**src/rtl/pc_unit_pkg.sv**
```systemverilog
// Shared types and default constants for the fetch-stage program-counter generator.
package pc_unit_pkg;

  localparam int unsigned DefaultXlen      = 32;
  localparam int unsigned DefaultInc       = 4;
  localparam int unsigned DefaultAlignBits = 2;

  typedef enum logic [1:0] {
    StBoot,
    StRun,
    StHold,
    StFault
  } pc_state_e;

  // SrcSeq doubles as "no redirect target present".
  typedef enum logic [1:0] {
    SrcSeq,
    SrcBr,
    SrcTrap
  } pc_src_e;

endpackage

```
**src/rtl/pc_redirect_hold.sv**
```systemverilog
// Trap/redirect priority select merged with a single pending target that survives
// until the in-flight fetch request is accepted.
module pc_redirect_hold
  import pc_unit_pkg::*;
#(
  parameter int unsigned XLEN = DefaultXlen
) (
  input  logic            clk,
  input  logic            rst,
  input  logic            redirect_valid,
  input  logic [XLEN-1:0] redirect_pc,
  input  logic            trap_valid,
  input  logic [XLEN-1:0] trap_pc,
  input  logic            capture,
  input  logic            drop,
  output pc_src_e         tgt_src,
  output logic [XLEN-1:0] tgt_pc
);

  pc_src_e         pend_src_q, pend_src_d;
  logic [XLEN-1:0] pend_pc_q, pend_pc_d;
  pc_src_e         new_src;
  logic [XLEN-1:0] new_pc;

  always_comb begin
    new_src = SrcSeq;
    new_pc  = redirect_pc;
    if (trap_valid) begin
      new_src = SrcTrap;
      new_pc  = trap_pc;
    end else if (redirect_valid) begin
      new_src = SrcBr;
    end

    // A latched trap may only be displaced by another trap.
    tgt_src = pend_src_q;
    tgt_pc  = pend_pc_q;
    if (new_src == SrcTrap || (new_src == SrcBr && pend_src_q != SrcTrap)) begin
      tgt_src = new_src;
      tgt_pc  = new_pc;
    end

    pend_src_d = pend_src_q;
    pend_pc_d  = pend_pc_q;
    if (drop) begin
      pend_src_d = SrcSeq;
    end else if (capture) begin
      pend_src_d = tgt_src;
      pend_pc_d  = tgt_pc;
    end
  end

  always_ff @(posedge clk or posedge rst) begin
    if (rst) begin
      pend_src_q <= SrcSeq;
      pend_pc_q  <= '0;
    end else begin
      pend_src_q <= pend_src_d;
      pend_pc_q  <= pend_pc_d;
    end
  end

endmodule

```
**src/rtl/pc_unit.sv**
```systemverilog
// Fetch-stage PC generator: sequential/redirect/trap sources, valid/ready request
// handshake, wrong-path flush pulse and misaligned-target fault.
module pc_unit
  import pc_unit_pkg::*;
#(
  parameter int unsigned     XLEN       = DefaultXlen,
  parameter logic [XLEN-1:0] RESET_PC   = '0,
  parameter int unsigned     INC        = DefaultInc,
  parameter int unsigned     ALIGN_BITS = DefaultAlignBits
) (
  input  logic            clk,
  input  logic            rst,
  input  logic            stall,
  input  logic            redirect_valid,
  input  logic [XLEN-1:0] redirect_pc,
  input  logic            trap_valid,
  input  logic [XLEN-1:0] trap_pc,
  output logic            req_valid,
  input  logic            req_ready,
  output logic [XLEN-1:0] req_pc,
  output logic [XLEN-1:0] pc_4,
  output logic            flush,
  output logic            misalign
);

  localparam logic [XLEN-1:0] IncVal    = XLEN'(INC);
  localparam logic [XLEN-1:0] AlignMask = XLEN'((64'd1 << ALIGN_BITS) - 64'd1);

  pc_state_e       state_q, state_d;
  logic [XLEN-1:0] pc_q, pc_d;
  logic            flush_q, flush_d;
  logic            misalign_q, misalign_d;
  logic            out_q, out_d;  // request presented last cycle and not yet accepted
  logic            capture, drop, apply;
  logic            fire, unacc;
  pc_src_e         tgt_src;
  logic [XLEN-1:0] tgt_pc;
  logic            tgt_valid;

  pc_redirect_hold #(
    .XLEN(XLEN)
  ) u_redirect_hold (
    .clk           (clk),
    .rst           (rst),
    .redirect_valid(redirect_valid),
    .redirect_pc   (redirect_pc),
    .trap_valid    (trap_valid),
    .trap_pc       (trap_pc),
    .capture       (capture),
    .drop          (drop),
    .tgt_src       (tgt_src),
    .tgt_pc        (tgt_pc)
  );

  assign tgt_valid = (tgt_src != SrcSeq);
  // An issued request stays valid through stall until it fires.
  assign req_valid = (state_q == StHold) || ((state_q == StRun) && (!stall || out_q));
  assign fire      = req_valid & req_ready;
  assign unacc     = req_valid & ~req_ready;
  assign req_pc    = pc_q;
  assign pc_4      = pc_q + IncVal;
  assign flush     = flush_q;
  assign misalign  = misalign_q;

  always_comb begin
    state_d = state_q;
    pc_d    = pc_q;
    flush_d = 1'b0;
    out_d   = unacc;
    capture = 1'b0;
    drop    = 1'b0;
    apply   = 1'b0;

    unique case (state_q)
      StBoot: begin
        if (tgt_valid) apply = 1'b1;
        else           state_d = StRun;
      end
      StRun: begin
        if (tgt_valid && unacc) begin
          capture = 1'b1;
          state_d = StHold;
        end else if (tgt_valid) begin
          apply = 1'b1;
        end else if (fire) begin
          pc_d = pc_q + IncVal;
        end
      end
      StHold: begin
        if (fire) apply = 1'b1;
        else      capture = 1'b1;
      end
      StFault: begin
        if (tgt_valid) apply = 1'b1;
      end
      default: state_d = StBoot;
    endcase

    if (apply) begin
      pc_d    = tgt_pc;
      flush_d = 1'b1;
      drop    = 1'b1;
      state_d = ((tgt_pc & AlignMask) != '0) ? StFault : StRun;
    end
    misalign_d = (state_d == StFault);
  end

  always_ff @(posedge clk or posedge rst) begin
    if (rst) begin
      state_q    <= StBoot;
      pc_q       <= RESET_PC;
      flush_q    <= 1'b0;
      misalign_q <= 1'b0;
      out_q      <= 1'b0;
    end else begin
      state_q    <= state_d;
      pc_q       <= pc_d;
      flush_q    <= flush_d;
      misalign_q <= misalign_d;
      out_q      <= out_d;
    end
  end

endmodule

```
**config.mk**
```make
export PLATFORM = sky130hd
export DESIGN_NAME = pc_unit
export DESIGN_NICKNAME = d
export VERILOG_FILES = /design/src/rtl/pc_unit_pkg.sv /design/src/rtl/pc_redirect_hold.sv /design/src/rtl/pc_unit.sv
export SDC_FILE = /design/constraint.sdc
export NUM_CORES = 1
export LEC_CHECK = 0
export ABC_AREA = 1
export CORE_MARGIN = 2
export CORE_UTILIZATION = 30
export CTS_CLUSTER_SIZE = 16
export DETAILED_ROUTE_END_ITERATION = 8
export PLACE_DENSITY = 0.58
export SYNTH_ARGS = -nofsm -noshare
export SYNTH_HDL_FRONTEND = slang
export SYNTH_SLANG_ARGS = --single-unit
```
**constraint.sdc**
```tcl
create_clock -name clk -period 6.3 [get_ports clk]
set_input_delay 0.945 -clock clk [delete_from_list [all_inputs] [get_ports clk]]
set_output_delay 0.945 -clock clk [all_outputs]
set_load 0.01 [all_outputs]
```
### Word-level counts from Yosys, hierarchy flattened

Index checks and enable logic that the tools add are counted.

* register bits after elaboration: 71
* output and inout bits: 67
* logic and storage cells: 62

* add/subtract/negate cells: 1
* equal/unequal tests: 9
* muxes and demuxes: 25
* bitwise logic cells: 4
* reduce and logical (&&, ||, !) cells: 16

Operators with widths (number)
* two-way mux 32 bit: 7
* adder 32 x 3 -> 32 bit, second input constant: 1
* nonzero test 32 bit: 1
* two-way mux 2 bit: 8
* == test 2 bit, second input constant: 4
* nonzero test 2 bit: 4
* two-way mux 1 bit: 7
* inequality test 2 bit, second input constant: 3
* == test 2 x 1 -> 1 bit, second input constant: 2
* one-hot mux 2 bit (2 select lines): 1
* AND reduction 4 bit: 1
* logical AND 1 bit: 3
* logical OR 1 bit: 3
* one-hot mux 1 bit (3 select lines): 1
* bitwise AND 1 bit: 2
* logical NOT 2 bit: 1
* inverter 1 bit: 2
* one-hot mux 1 bit (2 select lines): 1
* AND reduction 2 bit: 1
* OR reduction 2 bit: 1
* logical NOT 1 bit: 1

### Longest topological paths before layout

Gate-level depths: netlist of the first run.

* depth after elaboration: 13
* gate-level depth with buffers: 14
* depth with buffers taken out: 12

### By module

From an unflattened synthesis of the first run, not the netlist that was laid out.

* cells, all modules: 835
* area, all modules: 5317.6 µm²

Modules (own cells, without submodules)
* pc_unit: instances 1, cells each 440, area each 2857.7 µm²
* pc_redirect_hold: instances 1, cells each 395, area each 2459.9 µm²

### Least setup slack after synthesis of the first run

No wires, ideal clock.

* path kind: register to output
* start point: register pc_q[2] (netlist: req_pc[2])
* end point: output port pc_4[18]
* arrival time: 1.520 ns
* required time: 5.355 ns
* setup slack: 3.835 ns
* stages on the path, launching flop included: 8
* buffers on the path: 0
* cell sequence: dfrtp_1 -> ha_1 -> nand3_1 -> inv_1 -> nand2_1 -> nor2_1 -> xor2_1 -> inv_1

* cells in the longest elaborated chain, start to end: 1

Ends and longest elaborated chain
* from (decl): line pc_unit.sv:30 `logic [XLEN-1:0] pc_q, pc_d;`
* from (signal assigned): line pc_unit.sv:117 `pc_q <= pc_d;`
* adder 32 x 3 -> 32 bit: line pc_unit.sv:61 `assign pc_4 = pc_q + IncVal;`
* to (decl): line pc_unit.sv:21 `output logic [XLEN-1:0] pc_4,`

Every way passes these cells.

### Worst setup path after layout of the first run

* start point: input port trap_valid
* end point: register pc_q[16] (netlist: req_pc[16])

* cells in the longest elaborated chain, start to end: 11
* elaborated cells between the ends (all ways): 19
* classes of those cells: eq/ne (4); mux (8); reduce/logical (7)

Ends and longest elaborated chain
* from (decl): line pc_unit.sv:16 `input logic trap_valid,`
* two-way mux 2 bit: line pc_redirect_hold.sv:28 `if (trap_valid) begin`
* == test 2 x 1 -> 1 bit: line pc_redirect_hold.sv:38 `if (new_src == SrcTrap || (new_src == SrcBr && pend_src_q != SrcTrap)) begin`
* logical AND 1 bit: line pc_redirect_hold.sv:38
* logical OR 1 bit: line pc_redirect_hold.sv:38
* two-way mux 2 bit: line pc_redirect_hold.sv:38
* nonzero test 2 bit: line pc_unit.sv:55 `assign tgt_valid = (tgt_src != SrcSeq);`
* two-way mux 1 bit or logical AND 1 bit (tied branches)
* two-way mux 1 bit: line pc_unit.sv:80 `if (tgt_valid && unacc) begin`
* one-hot mux 1 bit (3 select lines): line pc_unit.sv:74 `unique case (state_q)`
* inequality test 2 bit (no line) or nonzero test 2 bit (tied branches)
* AND reduction 4 bit (no line)

Parallel ways exist; a longest one is shown, timed or not.
A chain may end at the register's enable or synchronous reset.

==> impl_metrics.tcl, run 1 <==
set metrics [dict create \
    cts_buffer_depth 2 \
    die_area_um2 16700 \
    start_util_pct 30.8 \
    cts_resized 0 \
    cts_buffers 9 \
    clk_pin_slew_ns 0.05 \
    r2r_end "req_pc[16]" \
    cts_tree "built" \
    avgSynthCellArea_um2 6.54 \
    status "completed" \
    ys_ff_latch 71 \
    via_per_inst 4.71 \
    hold_viol 0 \
    drt_iter0_drc 518 \
    grt_pass1_wl_mm 23.8 \
    syn-instance-count 718 \
    drv_slew 0 \
    worstMarginPinSlew_ns 1.06 \
    track_usage_pct 18.5 \
    hp-class "reg2reg" \
    hold-worst-slack_ns 0.482 \
    fp.dieW_um 129 \
    seq_area_um2 1780 \
    row_count 45 \
    syn-num-nets 792 \
    grt_pass1_vias 4427 \
    cts_sinks 71 \
    final_cell_mix "nand2_1, clkdlybuf4s50_1, nor2_1, o21ai_0" \
    fmax_mhz 241 \
    grt_overflow 0 \
    cp_data_required_time_ns 6.57 \
    hp-start "u_redirect_hold.pend_pc_q[3]" \
    reg2reg_depth 12 \
    grt_max_degree 72 \
    die_h_um 129 \
    finalNetCount 905 \
    finalWirelength_mm 15.1 \
    crit_path_max_fanout 40 \
    cts_hold_buf 0 \
    drive_gt1_share_pct 3.60 \
    rsz0062_at_grt "no" \
    final_common_cell "nand2_1" \
    min_period_ns 4.15 \
    io_buffers 136 \
    hpwl_mm 11.3 \
    cp_common_cell "nand2_1" \
    peakVddDrop_mv 0.145 \
    power.leakage_uw 0.00292 \
    yosysSeqAreaShare_pct 37.8 \
    synth_area_um2 4690 \
    postCtsSetupRepairBufs 0 \
    antenna_left 0 \
    boundaryPins 137 \
    hold_path_end "u_redirect_hold.pend_pc_q[3]" \
    crit_slowest_cell "nand2_2" \
    power_density_nw_per_um2 496 \
    setup_violations 0 \
    crit_path_max_incr_delay_ns 0.77 \
    dp_slack_ns 1.77 \
    max_slew_margin_pct 29.1 \
    core_area_um2 15300 \
    antenna_found_initial 0 \
    synth_edf_count 0 \
    path_cells "clkdlybuf4s50_1, buf_4, inv_4, nand4_4, nand2_1, nand2_1, nand2_2, nand2_4, inv_2, nand2_1, nand2_1" \
    drc_errors 0 \
    cts_root_buf "clkbuf_16" \
    gp_congestion 0.927 \
    synthToLayoutAreaGrowth_pct 36.5 \
    drt-pass1-iter-count 6 \
    cap_violations 0 \
    vias 4920 \
    crit_path_end_kind "flop" \
    finClkSkew_ns 0.00803 \
    yosys_most_used_dff "dfrtp_1" \
    path_class "in2reg" \
    insertedDiodeCount 0 \
    multi_input_area_um2 2560 \
    clock_latency_ns 0.33 \
    fillCellCount 1626 \
    rrSetupSlack_ns 2.86 \
    wl_per_cell_um 14.5 \
    crit_arrival_ns 4.42 \
    htreeDepth 3 \
    synth.distinct_cells 25 \
    hold_path_depth 2 \
    finalCritPeriodShare_pct 65.9 \
    startpoint_type "input port" \
    synthArstFlopShare_pct 100 \
    fin_ws_ns 2.15 \
    rr_startpoint "state_q[1]" \
    ys_warn_count 0 \
    setup_tns_ns 0 \
]
==> per-layer routing <==
layer  part of all wire, %  wire length (µm)  vias up  GRT usage, %
li1                      -                 -     2531             -
met4                   1.5               221        0          6.33
met3                   5.9               893       13          2.27
met5                     0                 0        -             0
met1                    50              7570     2207          28.1
met2                    43              6430      169          27.0
==> registers in the layout, indices dropped and copies added, names as in the netlist <==
name	count
req_pc	32
u_redirect_hold.pend_pc_q	32
state_q	2
u_redirect_hold.pend_src_q	2
flush	1
misalign	1
out_q	1
==> area by class of cell <==
| cell class | count | share of cell area, % |
|---|---|---|
| flip-flops and latches | 71 | 27.7 |
| well taps | 211 | 4.12 |
| clock inverters | 1 | 0.0781 |
| multi-input cells | 568 | 39.9 |
| clock buffers | 12 | 4.16 |
| inverters | 43 | 2.56 |
| repair buffers | 138 | 21.5 |
==> logic make-up after synthesis <==
kind of cell,count (synthesis),synth area share [%]
simple gates,443,39.4
compound gates,109,11.8
buf+inv,79,7.68
flops,71,37.8
xor+xnor,12,2.24
fa+ha+maj,4,1.07
==> critical path: cells and delay by family <==
family | cells | cell delay [ns]
and+or+nand+nor | 7 | 1.94
buffers and inverters | 4 | 1.49
==> stage by stage <==
step           std cells  instance area [µm²]  total power (µW)  utilization [%]
6_report            1044                 6410              3180             42.0
4_1_cts             1044                 6410              3200             42.0
3_3_place_gp        1031                 6140              2700             40.2
2_1_floorplan        718                 4690              1950                -
5_1_grt             1044                 6410              3460             42.0
3_5_place_dp        1031                 6140              2720             40.2
==> worst max path at each step <==
stage	startpoint	endpoint	slack (ns)	cells after the start
after detailed placement	trap_valid	req_pc[16]	1.77	11
after CTS	trap_valid	req_pc[16]	2.12	11
after global placement	trap_valid	req_pc[8]	1.83	11
final	trap_valid	req_pc[16]	2.15	11
after floorplan	rst	flush	3.56	1
after global routing	trap_valid	req_pc[6]	1.71	11
==> power by group <==
part	total, µW	leakage, µW	internal, µW	switching, µW
Clock	471	0.000136	291	180
Combinational	1790	0.00191	781	1010
Sequential	919	0.000869	682	237
Total	3180	0.00292	1750	1420
==> synthesized netlist by cell type, types with 2 or more instances <==
cell	instances	area [µm²]
nand3_1	71	355
buf_2	13	65.1
clkbuf_1	14	52.6
nand2_1	241	905
buf_6	3	33.8
inv_1	39	146
nand3b_1	14	105
xor2_1	8	70.1
ha_1	4	50.1
nor2_2	2	12.5
o21ai_1	22	110
o21ai_2	2	17.5
inv_2	3	11.3
dfrtp_1	71	1780
nand2_2	4	25.0
a21oi_1	3	15.0
o21ai_0	82	410
buf_4	6	45.0
xnor2_1	4	35.0
nor2_1	107	402
Note: power is estimated with default switching activity, not from simulation.
==> inputs of run 2 (changes only) <==
Settings changed: PLACE_DENSITY 0.58 to 0.6.
Clock period 6.3 ns to 3.58 ns, I/O delays scaled along.
==> impl_metrics.tcl, run 2 (same netlist as run 1, synthesis figures left out) <==
set metrics [dict create \
    cts_tree "built" \
    path_delay_family "buffers and inverters" \
    peakVddDrop_mv 0.446 \
    cts_hold_buf 0 \
    crit_slowest_cell "dfrtp_1" \
    final_common_cell "nand2_1" \
    hold-worst-slack_ns 0.480 \
    core_area_um2 15300 \
    hold_viol 0 \
    vias 4961 \
    rsz0062_at_grt "no" \
    power_density_nw_per_um2 879 \
    placed_cells 1037 \
    fmax_mhz 308 \
    switching_share_pct 44.1 \
    cts_buffer_depth 2 \
    drc_errors 0 \
    synthToLayoutAreaGrowth_pct 39.1 \
    p_seq_share_pct 28.0 \
    worstMarginPinSlew_ns 0.753 \
    clk_pin_slew_ns 0.06 \
    setup_tns_ns 0 \
    finClkSkew_ns 0.00496 \
    grt_overflow 0 \
    wl_per_cell_um 14.4 \
    finalCritPeriodShare_pct 90.7 \
    antenna_left 0 \
    clock_latency_ns 0.34 \
    pwr-share-clk_pct 16.4 \
    cap_violations 0 \
    intPower_uw 3210 \
    final_cell_mix "nand2_1, clkdlybuf4s50_1, nor2_1, o21ai_0" \
    finalNetCount 911 \
    startpoint_type "flop" \
    power_uw 5740 \
    p_sw_uw 2530 \
    htreeDepth 3 \
    grt_max_degree 46 \
    path_class "reg2out" \
    via_per_inst 4.71 \
    cts_resized 0 \
    drv_slew 0 \
    drt_iter0_drc 439 \
    hp-class "reg2reg" \
    cp_data_required_time_ns 3.04 \
    grt_pass1_wl_mm 24.2 \
    setup_violations 0 \
    combPwrFrac_pct 55.6 \
    postCtsSetupRepairBufs 0 \
    drive_gt1_share_pct 4.51 \
    final_cells 1053 \
    grt_pass1_vias 4574 \
    hpwl_mm 11.5 \
    die_h_um 129 \
    boundaryPins 137 \
    finalWirelength_mm 15.2 \
    power.leakage_uw 0.00298 \
    row_count 45 \
    io_buffers 136 \
    cts_sinks 71 \
    cts_root_buf "clkbuf_16" \
    track_usage_pct 18.9 \
    crit_arrival_ns 2.71 \
    path_cells "ha_1, nand3_1, inv_1, nand2_1, nor2_1, xor2_1, inv_1, clkdlybuf4s50_1" \
    fp.dieW_um 129 \
    insertedDiodeCount 0 \
    max_slew_margin_pct 49.8 \
    gp_congestion 0.925 \
    crit_path_end_kind "output pin" \
    drt-pass1-iter-count 6 \
    antenna_found_initial 0 \
    min_period_ns 3.25 \
    start_util_pct 30.8 \
    status "completed" \
    crit_path_max_incr_delay_ns 0.49 \
    die_area_um2 16700 \
    crit_path_max_fanout 8 \
    cts_buffers 9 \
    cp_common_cell "inv_1" \
    path_buf_inv 3 \
]
## run 2: cell types whose count changed in the layout (fill, tap and decap cells not counted)
cell       delta
bufinv_16     +1
clkinv_2      +1
buf_4         +3
clkbuf_1      +1
buf_12        +3
## run 2: area by class of cell
class / count / area (µm²)
clock buffer: 13 / 270
fill: 1589 / 8730
clock inverter: 3 / 40.0
multi-input combinational: 568 / 2560
tap: 211 / 264
sequential: 71 / 1780
inverter: 43 / 164
timing repair buffer: 144 / 1460
## run 2: stage by stage
stage	cell area, µm²	worst slack (ns)	util (%)
floorplan	4690	1.25	-
global placement	6220	0.720	40.8
detailed placement	6220	0.675	40.8
CTS	6530	0.283	42.8
global route	6530	0.112	42.8
finish	6530	0.334	42.8
## run 2: power groups by stage
stage | clock, µW | combinational (µW) | sequential (µW)
4_1_cts | 959 | 3220 | 1600
3_5_place_dp | 0 | 3210 | 1610
6_report | 942 | 3190 | 1600
5_1_grt | 997 | 3570 | 1670
3_3_place_gp | 0 | 3160 | 1610
2_1_floorplan | 0 | 1850 | 1580
## run 2: path summary, 6_finish.rpt
path	startpoint	end	slack (ns)	depth (start not counted)
worst min register to register	u_redirect_hold.pend_pc_q[12]	u_redirect_hold.pend_pc_q[12]	0.48	2
worst max-delay path	req_pc[2]	pc_4[18]	0.33	8
worst min-delay path	u_redirect_hold.pend_pc_q[12]	u_redirect_hold.pend_pc_q[12]	0.48	2
min in group asynchronous	rst	req_pc[7]	0.65	2
max in group asynchronous	rst	u_redirect_hold.pend_pc_q[5]	2.26	3
worst max register to register	state_q[1]	misalign	1.02	14
## run 2: worst reg2reg max path, delay by kind of cell, from the launching register on
family | cells | cell delay [ns]
simple gates | 9 | 0.78
buf+inv | 4 | 1.02
fa+ha+maj | 1 | 0.30
flops | 1 | 0.39
## run 2: per-layer routing
| layer | wire [µm] | track usage [%] | part of all wire [%] |
|---|---|---|---|
| met4 | 276 | 7.35 | 1.8 |
| met1 | 7380 | 27.7 | 49 |
| met2 | 6700 | 27.6 | 44 |
| met5 | 0 | 0 | 0 |
| met3 | 825 | 3.47 | 5.4 |
==> inputs of run 3 (changes only) <==
Settings changed: CORE_MARGIN 2 to default, MAX_ROUTING_LAYER from default to met4.
==> impl_metrics.tcl, run 3 (same netlist as run 1, synthesis figures left out) <==
set metrics [dict create \
    status "completed" \
    power_density_nw_per_um2 869 \
    dp_slack_ns 0.763 \
    die_area_um2 16200 \
    final_cells 1053 \
    crit_path_max_incr_delay_ns 0.49 \
    track_usage_pct 19.6 \
    die_h_um 127 \
    setup_violations 0 \
    cts_buffers 9 \
    finalCritPeriodShare_pct 89.5 \
    core_area_um2 15300 \
    vias 4954 \
    final_cell_mix "nand2_1, clkdlybuf4s50_1, nor2_1, o21ai_0" \
    path_delay_family "buffers and inverters" \
    grt_pass1_vias 4573 \
    grt_pass1_wl_mm 23.8 \
    crit_path_end_kind "output pin" \
    cap_violations 0 \
    met2_usage_pct 28.5 \
    crit_arrival_ns 2.67 \
    max_slew_margin_pct 61.7 \
    power.leakage_uw 0.00294 \
    cts_tree "built" \
    hold-worst-slack_ns 0.484 \
    min_period_ns 3.20 \
    insertedDiodeCount 0 \
    hp-class "reg2reg" \
    grt_max_degree 67 \
    finClkSkew_ns 0.00956 \
    wl_per_cell_um 14.2 \
    power_uw 5600 \
    peakVddDrop_mv 0.314 \
    grt_overflow 0 \
    drt_iter0_drc 416 \
    fin_ws_ns 0.377 \
    boundaryPins 137 \
    finalNetCount 912 \
    io_buffers 136 \
    path_buf_inv 3 \
    drive_gt1_share_pct 4.16 \
    fmax_mhz 312 \
    startpoint_type "flop" \
    crit_path_max_fanout 8 \
    path_class "reg2out" \
    hpwl_mm 11.3 \
    worstMarginPinSlew_ns 0.574 \
    grtUsageMet1_pct 27.8 \
    via_per_inst 4.70 \
    path_cells "ha_1, nand3_1, inv_1, nand2_1, nor2_1, xor2_1, inv_1, clkdlybuf4s50_1" \
    drv_slew 0 \
    finalWirelength_mm 14.9 \
    use_met3_pct 2.30 \
    grt-busiest-layer "met2" \
    postCtsSetupRepairBufs 0 \
    setup_tns_ns 0 \
    antenna_left 0 \
    row_count 45 \
    fp.dieW_um 127 \
    synthToLayoutAreaGrowth_pct 37.4 \
    clock_latency_ns 0.33 \
    cp_data_required_time_ns 3.04 \
    drt-pass1-iter-count 6 \
    antenna_found_initial 0 \
    start_util_pct 30.8 \
    cts_root_buf "clkbuf_16" \
    cts_sinks 71 \
    htreeDepth 3 \
    gp_congestion 0.890 \
    final_common_cell "nand2_1" \
    cp_common_cell "inv_1" \
    rsz0062_at_grt "no" \
    hold_viol 0 \
    crit_slowest_cell "dfrtp_1" \
    cts_hold_buf 0 \
    clk_pin_slew_ns 0.06 \
    drc_errors 0 \
    cts_buffer_depth 2 \
    cts_resized 0 \
    placed_cells 1038 \
]
-- run 3: where the power goes --
part | total [µW] | internal [µW] | switching [µW] | leakage (µW)
sequential | 1600 | 1200 | 403 | 0.000869
combinational | 3180 | 1400 | 1780 | 0.00195
clock | 816 | 484 | 332 | 0.000127
total | 5600 | 3090 | 2520 | 0.00294
-- run 3: area by class of cell --
type / count / area, µm²
Sequential cell: 71 / 1780
Timing Repair Buffer: 145 / 1430
Clock inverter: 1 / 5.00
Multi-Input combinational cell: 568 / 2560
Inverter: 43 / 164
Fill cell: 1635 / 8810
Clock buffer: 14 / 254
Tap cell: 211 / 264
-- run 3: worst paths after layout --
path	endpoint	from	slack (ns)	depth (start not counted)
worst max-delay path	pc_4[18]	req_pc[2]	0.38	8
worst min-delay path	u_redirect_hold.pend_pc_q[3]	u_redirect_hold.pend_pc_q[3]	0.48	2
worst max register to register	req_pc[16]	state_q[1]	1.11	12
worst min register to register	u_redirect_hold.pend_pc_q[3]	u_redirect_hold.pend_pc_q[3]	0.48	2
max in group asynchronous	u_redirect_hold.pend_pc_q[16]	rst	2.23	3
min in group asynchronous	req_pc[6]	rst	0.58	2
-- run 3: worst min-delay path, cell delays in order, from the launching register on --
cell and delay [ns]:
dfrtp_1 0.34, nand2_1 0.05, o21ai_0 0.06
-- run 3: through the flow --
stage               area, µm²  utilization (%)
detailed placement       6190             40.6
global placement         6190             40.6
CTS                      6450             42.3
floorplan                4690                -
global route             6450             42.3
finish                   6450             42.3
-- run 3: routing by layer --
layer	up-vias	share of wire, %
met1	2233	50
met3	20	5.3
met4	0	1.8
met5	-	0
li1	2531	-
met2	170	43
